<file path="config.mk">
export PLATFORM = sky130hd
export DESIGN_NAME = layer_scheduler
export DESIGN_NICKNAME = d
export VERILOG_FILES = /design/src/rtl/layer_scheduler.sv
export SDC_FILE = /design/constraint.sdc
export NUM_CORES = 1
export LEC_CHECK = 0
export CAP_MARGIN = 10
export CELL_PAD_IN_SITES_DETAIL_PLACEMENT = 0
export CELL_PAD_IN_SITES_GLOBAL_PLACEMENT = 1
export CORE_UTILIZATION = 42
export DETAILED_ROUTE_END_ITERATION = 7
export GPL_ROUTABILITY_DRIVEN = 0
export PLACE_DENSITY = 0.81
export REMOVE_ABC_BUFFERS = 1
export SYNTH_ARGS = -nofsm -noshare
export SYNTH_HDL_FRONTEND = slang
export SYNTH_SLANG_ARGS = --single-unit
</file>
<file path="constraint.sdc">
create_clock -name clk -period 7.4 [get_ports clk]
set_input_delay 1.48 -clock clk [delete_from_list [all_inputs] [get_ports clk]]
set_output_delay 1.48 -clock clk [all_outputs]
set_load 0.02 [all_outputs]
</file>
<file path="src/rtl/layer_scheduler.sv">
// Per-layer tile scheduler: for each output tile runs READ -> COMP -> WRITE, driving
// buffer reads, launching the PE array and handing results on. Optional port: SCHED_ABORT_EN.
module layer_scheduler #(
  parameter int unsigned ADDR_W = 12,
  parameter int unsigned TILE_W = 8,
  parameter int unsigned WIN    = 9
) (
  input  logic              clk,
  input  logic              rst_n,
  input  logic              start,
  input  logic [1:0]        layer_mode,
  input  logic [TILE_W-1:0] num_tiles,
  input  logic [ADDR_W-1:0] ifm_base,
  input  logic [ADDR_W-1:0] wgt_base,
  input  logic              pe_done,
  input  logic              wr_ready,
`ifdef SCHED_ABORT_EN
  input  logic              abort,
`endif
  output logic              ifm_read,
  output logic              wgt_read,
  output logic              bias_read,
  output logic [ADDR_W-1:0] ifm_addr,
  output logic [ADDR_W-1:0] wgt_addr,
  output logic              pe_start,
  output logic              wr_valid,
  output logic [TILE_W-1:0] tile_idx,
  output logic              busy,
  output logic              done,
  output logic              err
);

  localparam int unsigned K_W = (WIN > 1) ? $clog2(WIN) : 1;
  localparam int unsigned P_W = ADDR_W + TILE_W;
  localparam logic [K_W-1:0] K_LAST = K_W'(WIN - 1);

  localparam logic [1:0] MODE_CONV = 2'b01;
  localparam logic [1:0] MODE_FC   = 2'b11;

  typedef enum logic [2:0] {IDLE, READ, COMP, WRITE, NEXT, FINISH} state_t;

  state_t            state, state_n;
  logic              launch;
  logic [K_W-1:0]    k, k_n;
  logic [TILE_W-1:0] tile_n;
  logic [1:0]        mode_q;
  logic [TILE_W-1:0] ntiles_q;
  logic [ADDR_W-1:0] ifm_base_q, wgt_base_q;

  logic              accept;
  logic [P_W-1:0]    prod_n;
  logic [ADDR_W-1:0] tile_off_n;
  logic [ADDR_W-1:0] ifm_addr_n, wgt_addr_n;
  logic              rd_n, wgt_read_n, bias_read_n, pe_start_n;

  assign accept = (state == IDLE) && !launch && start && (layer_mode != 2'b00);

  // An accepted start spends one cycle in IDLE (launch) so that every output,
  // registered from next-state values, shows the first read beat after edge 1.
  always_ff @(posedge clk or negedge rst_n) begin
    if (!rst_n) begin
      state      <= IDLE;
      launch     <= 1'b0;
      k          <= '0;
      tile_idx   <= '0;
      mode_q     <= '0;
      ntiles_q   <= '0;
      ifm_base_q <= '0;
      wgt_base_q <= '0;
    end else begin
      state    <= state_n;
      launch   <= accept;
      k        <= k_n;
      tile_idx <= tile_n;
      if (accept) begin
        mode_q     <= layer_mode;
        ntiles_q   <= num_tiles;
        ifm_base_q <= ifm_base;
        wgt_base_q <= wgt_base;
      end
    end
  end

  always_comb begin
    state_n = state;
    k_n     = k;
    tile_n  = tile_idx;
    unique case (state)
      IDLE: begin
        if (launch) begin
          tile_n  = '0;
          k_n     = '0;
          state_n = (ntiles_q == '0) ? FINISH : READ;
        end
      end
      READ: begin
        if (k == K_LAST) state_n = COMP;
        else             k_n     = k + K_W'(1);
      end
      COMP: begin
        if (pe_done) state_n = WRITE;
      end
      WRITE: begin
        if (wr_ready) state_n = NEXT;
      end
      NEXT: begin
        if (tile_idx == ntiles_q - TILE_W'(1)) begin
          state_n = FINISH;
        end else begin
          tile_n  = tile_idx + TILE_W'(1);
          k_n     = '0;
          state_n = READ;
        end
      end
      FINISH:  state_n = IDLE;
      default: state_n = IDLE;
    endcase
`ifdef SCHED_ABORT_EN
    if (abort && (state != IDLE)) state_n = IDLE;
`endif
  end

  // Output values for the upcoming cycle, derived from the next state.
  always_comb begin
    prod_n      = P_W'(tile_n) * P_W'(WIN);
    tile_off_n  = prod_n[ADDR_W-1:0];
    ifm_addr_n  = ifm_base_q + tile_off_n + ADDR_W'(k_n);
    wgt_addr_n  = '0;
    if (mode_q == MODE_CONV)    wgt_addr_n = wgt_base_q + ADDR_W'(k_n);
    else if (mode_q == MODE_FC) wgt_addr_n = wgt_base_q + tile_off_n + ADDR_W'(k_n);
    rd_n        = (state_n == READ);
    bias_read_n = rd_n && (mode_q == MODE_CONV) && (k_n == '0);
    wgt_read_n  = rd_n && ((mode_q == MODE_FC) || ((mode_q == MODE_CONV) && (k_n == '0)));
    pe_start_n  = (state_n == COMP) && (state != COMP);
  end

  always_ff @(posedge clk or negedge rst_n) begin
    if (!rst_n) begin
      ifm_read  <= 1'b0;
      wgt_read  <= 1'b0;
      bias_read <= 1'b0;
      ifm_addr  <= '0;
      wgt_addr  <= '0;
      pe_start  <= 1'b0;
      wr_valid  <= 1'b0;
      busy      <= 1'b0;
      done      <= 1'b0;
      err       <= 1'b0;
    end else begin
      ifm_read  <= rd_n;
      wgt_read  <= wgt_read_n;
      bias_read <= bias_read_n;
      if (rd_n) begin
        ifm_addr <= ifm_addr_n;
        wgt_addr <= wgt_addr_n;
      end
      pe_start  <= pe_start_n;
      wr_valid  <= (state_n == WRITE);
      busy      <= (state_n != IDLE);
      done      <= (state_n == FINISH);
      err       <= (state == IDLE) && !launch && start && (layer_mode == 2'b00);
    end
  end

endmodule

</file>
==> Word-level counts from Yosys, hierarchy flattened <==
Cells that the tools add are included.
{ "totals": {"out_inout_bits": 40, "word_cells": 73, "input_bits": 39, "register_bits": 82} }
{ "classes": {"mul": 1, "mux": 16, "addsub": 8, "reduce_logical": 17, "eq_ne": 13} }
{ "op_table": {"columns": ["operator", "count"], "rows": [
  ["adder 12 x 4 -> 12 bit", 3],
  ["adder 12 bit", 2],
  ["2-to-1 mux 12 bit", 2],
  ["2-to-1 mux 3 bit", 6],
  ["2-to-1 mux 8 bit", 2],
  ["case mux 8 bit (2 select lines)", 1],
  ["case mux 3 bit (5 select lines)", 1],
  ["== test 3 x 2 -> 1 bit, second input constant", 4],
  ["multiplier 8 x 4 -> 12 bit, second input constant", 1],
  ["2-to-1 mux 4 bit", 3],
  ["case mux 4 bit (3 select lines)", 1],
  ["logical AND 1 bit", 9],
  ["adder 8 x 1 -> 8 bit, second input constant", 1],
  ["== test 8 bit", 1],
  ["logical NOT 8 bit", 1],
  ["subtractor 8 x 1 -> 8 bit, second input constant", 1],
  ["== test 3 x 1 -> 1 bit, second input constant", 2],
  ["== test 3 bit, second input constant", 2],
  ["adder 4 x 1 -> 4 bit, second input constant", 1],
  ["== test 4 bit, second input constant", 1],
  ["logical NOT 4 bit", 1],
  ["logical NOT 3 bit", 1],
  ["!= test 3 x 2 -> 1 bit, second input constant", 1],
  ["nonzero test 3 bit", 1],
  ["6 further kinds", 6]
]} }

==> Depth between registers and ports, before layout <==
{ "depth": {"depth_word": 9, "depth_mapped": 27, "mapped_depth_nobuf": 27} }

==> Worst setup path before layout <==
No wires, ideal clock.
{ "synth_timing": {"path_kind": "register to register", "start": "register ntiles_q[0]", "end": "register ifm_addr[11]", "stages_incl_launch_ff": 26, "slack_ps": 1578, "n_path_buf": 0, "arrival_ps": 5753, "required_ps": 7331, "cell_sequence": "dfrtp_1 -> inv_1 -> ha_1 -> or3b_1 -> a211oi_1 -> o21ai_1 -> a2111o_1 -> nand2_1 -> mux2_2 -> a22oi_1 -> inv_1 -> ha_1 -> fa_1 -> a21oi_1 -> nor2_1 -> nor2_1 -> nor2b_1 -> o21ai_1 -> xnor2_1 -> ha_1 -> ha_1 -> and3_1 -> a2111oi_0 -> o211ai_1 -> a211o_1 -> nand3_1"} }
{ "synth_via": {"elab_chain_len": 7, "word_cells_on_any_way": 15} }
{ "synth_lines": {"columns": ["item", "line_no", "source"], "rows": [
  ["start, declared", "47", "logic [TILE_W-1:0] ntiles_q;"],
  ["start signal, assigned", "77", "ntiles_q <= num_tiles;"],
  ["subtractor 8 x 1 -> 8 bit", "107", "if (tile_idx == ntiles_q - TILE_W'(1)) begin"],
  ["== test 8 bit", "107", null],
  ["2-to-1 mux 8 bit", "107", null],
  ["case mux 8 bit (2 select lines)", "88", "unique case (state)"],
  ["net tile_n[2]", "45", "logic [TILE_W-1:0] tile_n;"],
  ["multiplier 8 x 4 -> 12 bit", "125", "prod_n = P_W'(tile_n) * P_W'(WIN);"],
  ["adder 12 bit", "127", "ifm_addr_n = ifm_base_q + tile_off_n + ADDR_W'(k_n);"],
  ["adder 12 x 4 -> 12 bit", "127", null],
  ["end signal, assigned", "154", "ifm_addr <= ifm_addr_n;"],
  ["end, declared", "23", "output logic [ADDR_W-1:0] ifm_addr,"]
]} }
The timed path passes the listed nets, and every way through them passes these cells.
A chain may end at the register's enable or synchronous reset.

==> Worst setup path in the final report <==
Ends and elaborated chain as after synthesis.

==> flow_summary_export.csv <==
group,metric,value,unit
synthesis,yosys-top-cells-area,"dfrtp_1 37%, ha_1 12%, nand2_1 9.0%, fa_1 4.3%, xnor2_1 3.5%",
synthesis,ys_warn_count,0,
floorplan,placementRows,41,
timing,fin_tns_setup,0,ns
routing,drt-total-wl,13200,um
routing,drt_first_iter_violations,190,
clocking,clk_path_buf_depth,2,
setup_path,crit_fanout,8,
clocking,ctsRootBufferMaster,"clkbuf_16",
timing,relSlewSlack,30.7,%
grt,antenna_found_initial,0,
clocking,cts_resized,0,
setup_path,cp_num_buf_inv,2,
setup_path,cp.depth,25,
synthesis,synthFlopType,"dfrtp_1",
clocking,numCtsBuffers,9,
synthesis,synth-edff-count,0,
setup_path,cp-end-kind,"flip-flop",
synthesis,synth.largest_area_cell,"dfrtp_1",
clocking,clock_sinks,82,
power_and_ir_drop,leakage,3.25,nW
setup_path,max_stage_delay,0.53,ns
routing,met1_length,6230,um
grt,grt_overflow,0,
setup_path,cp.required,7.68,ns
routing,routed-wl-met2,6220,um
final_layout,n_antenna_cell,0,
routing,wl_met3,557,um
timing,min_period,6.43,ns
setup_path,cp-start-kind,"flip-flop",
placement,port_buffers,78,
synthesis,ys_seq_area_share,36.8,%
timing,fin_worst_skew,0.00503,ns
clocking,holdBufCountCts,0,
setup_path,cpMostUsedCell,"ha_1",
setup_path,arrival,6.71,ns
setup_path,crit_type,"flip-flop to flip-flop",
synthesis,syn_area,5580,um2
floorplan,chipHeight,117,um
routing,drc,0,
timing,fin_crit_sh,86.9,%
floorplan,fp.coreArea,12800,um2
synthesis,synth_cell_types,62,
clocking,clk_pin_slew,0.06,ns
grt,grt_pass1_wl,21700,um
final_layout,drive_above_1_share,4.71,%
placement,hpwlAfterDp,9830,um
routing,drt-wirelength-per-cell,15.1,um
timing,hold_ws,0.482,ns
synthesis,async_flop_share,100,%
timing,finalSetupViolations,0,
min_path,holdCritPathClass,"flip-flop to flip-flop",
clocking,worstSkewPairLatency,0.35,ns
floorplan,die_area,13700,um2
clocking,htree_levels,3,
status,status,"completed",
routing,vias,4645,
synthesis,synth_seq_cells,82,
grt,grt_usage,20.8,%
routing,drtPass1Iterations,4,
floorplan,io_pins,79,
timing,post-route-worst-setup-slack,0.968,ns
synthesis,synth_area_per_cell,8.91,um2
setup_path,reg2regPathDepth,25,
power_and_ir_drop,powerDensity,422,nW/um2
clocking,postCtsSetupRepairBufs,0,
clocking,cts_tree,"done",
synthesis,syn_inst,626,
routing,detail-route-antenna-nets,0,
final_layout,finish.net_count,801,
min_path,hold_depth,2,
floorplan,die_w,117,um
final_layout,final_util,53.0,%
setup_path,cp_top_family,"compound AO/OA/AOI/OAI gates",
grt,grt_pass1_vias,4477,
grt,grt_start_max_net_pins,83,
run,drv_cap,0,
routing,via_per_inst,5.32,
timing,max_freq,155,MHz
placement,pre_cts_ws,1.02,ns
power_and_ir_drop,max-vdd-ir-drop,169,uV
setup_path,crit_slowest_cell,"a2111o_1",
floorplan,start_util,43.7,%
timing,hold_viol,0,
timing,slew_violations,0,
synthesis,yosysTopAreaCellShare,36.8,%
timing,worst_pin_slew,1.04,ns
timing,rsz0062_at_grt,"false",
routing,topRoutingLayerUsed,"met4",
final_layout,area_delta_synth_final,21.5,%
-- sequential cells by signal, summed over array words and instances (netlist names), 2 cells and up --
name / cells
ifm_addr: 12
wgt_base_q: 12
tile_idx: 8
state: 3
ifm_base_q: 12
k: 4
ntiles_q: 8
wgt_addr: 12
mode_q: 2
-- through the flow --
step | total power, mW | instances | area [um2]
2_1_floorplan | 1.92 | 605 | 5470
3_3_place_gp | 2.42 | 859 | 6500
3_5_place_dp | 2.46 | 859 | 6500
4_1_cts | 2.91 | 873 | 6770
5_1_grt | 3.16 | 873 | 6770
6_report | 2.86 | 873 | 6770
-- Yosys cell counts, types with 6 or more instances --
library cell	n
a21o_1	7
a21oi_1	21
a221oi_1	7
a31oi_1	7
and3_1	10
clkbuf_1	15
dfrtp_1	82
fa_1	12
ha_1	52
inv_1	42
nand2_1	133
nand2b_1	6
nand3_1	14
nand4_1	7
nor2_1	37
nor3_1	14
nor3b_1	6
o21ai_0	36
xnor2_1	22
xor2_1	16
-- cells by family after synthesis --
group / count (synthesis) / synth area share (%)
AND/OR/NAND/NOR: 251 / 20.6
AO/OA/AOI/OAI: 120 / 14.6
flip-flops: 82 / 36.8
buffers and inverters: 64 / 4.80
adder cells (fa/ha/maj): 64 / 16.0
XOR/XNOR: 38 / 5.97
multiplexers: 7 / 1.32
-- worst reg2reg max path: stages, from the launching register on --
cell and delay [ns]:
dfrtp_1 0.42, inv_1 0.10, ha_1 0.33, or3b_1 0.39
a211oi_1 0.23, o21ai_1 0.12, a2111o_1 0.53, nand2_1 0.14
mux2_2 0.33, a22oi_1 0.36, inv_1 0.12, ha_1 0.35
fa_1 0.46, a21oi_1 0.14, nor2_1 0.06, nor2_1 0.14
nor2b_1 0.07, o21ai_1 0.14, xnor2_1 0.19, ha_1 0.29
ha_1 0.34, and3_1 0.16, a2111oi_0 0.40, o211ai_1 0.18
a211o_1 0.29, nand3_1 0.07
-- where the power goes --
group          internal (mW)  switching [mW]  leakage [nW]  total (mW)
clock network          0.256           0.175         0.138       0.431
logic                  0.687           0.913          2.07        1.60
registers              0.638           0.192          1.04       0.830
total                   1.58            1.28          3.25        2.86
-- worst paths after layout --
check / start / to / slack (ns)
worst max register to register: ntiles_q[0] / ifm_addr[11] / 0.97
worst min-delay path: ifm_addr[3] / ifm_addr[3] / 0.48
worst min register to register: ifm_addr[3] / ifm_addr[3] / 0.48
max in group asynchronous: rst_n / wgt_base_q[10] / 5.41
worst max-delay path: ntiles_q[0] / ifm_addr[11] / 0.97
min in group asynchronous: rst_n / ntiles_q[6] / 1.32
-- per-layer routing --
layer  GRT usage, %  vias to the layer above
li1               -                     2309
met3           3.91                       15
met2           34.9                      105
met1           27.2                     2216
met5              0                        -
met4           6.41                        0
-- placed cells by master (no fill, tap or decap), types with 3 or more instances in the layout --
cell type / count
nor4b_1: 3
nand2b_1: 6
a31oi_1: 7
buf_4: 5
nand2_1: 133
nand4_1: 7
o211ai_1: 3
a21o_1: 7
nor3b_1: 6
a21oi_1: 21
inv_1: 42
mux2i_1: 4
nor3_1: 14
a211o_1: 3
clkbuf_16: 9
xnor2_1: 22
o21bai_1: 5
clkdlybuf4s50_1: 77
nor2b_1: 3
fa_1: 12
ha_1: 52
mux2_2: 3
nor2_1: 37
nand3_1: 14
and3_1: 10
dfrtp_1: 82
a221oi_1: 7
a211oi_1: 4
or3_1: 5
xor2_1: 16
clkinv_2: 3
o21ai_0: 36
-- final cells by class --
type,count,area (um2)
Tap cell,172,215
Clock buffer,10,229
Timing Repair Buffer,82,808
Clock inverter,4,45.0
Multi-Input combinational cell,480,3260
Inverter,43,164
Sequential cell,82,2050
Fill cell,1204,6000
Note: power is estimated with default switching activity, not from simulation.
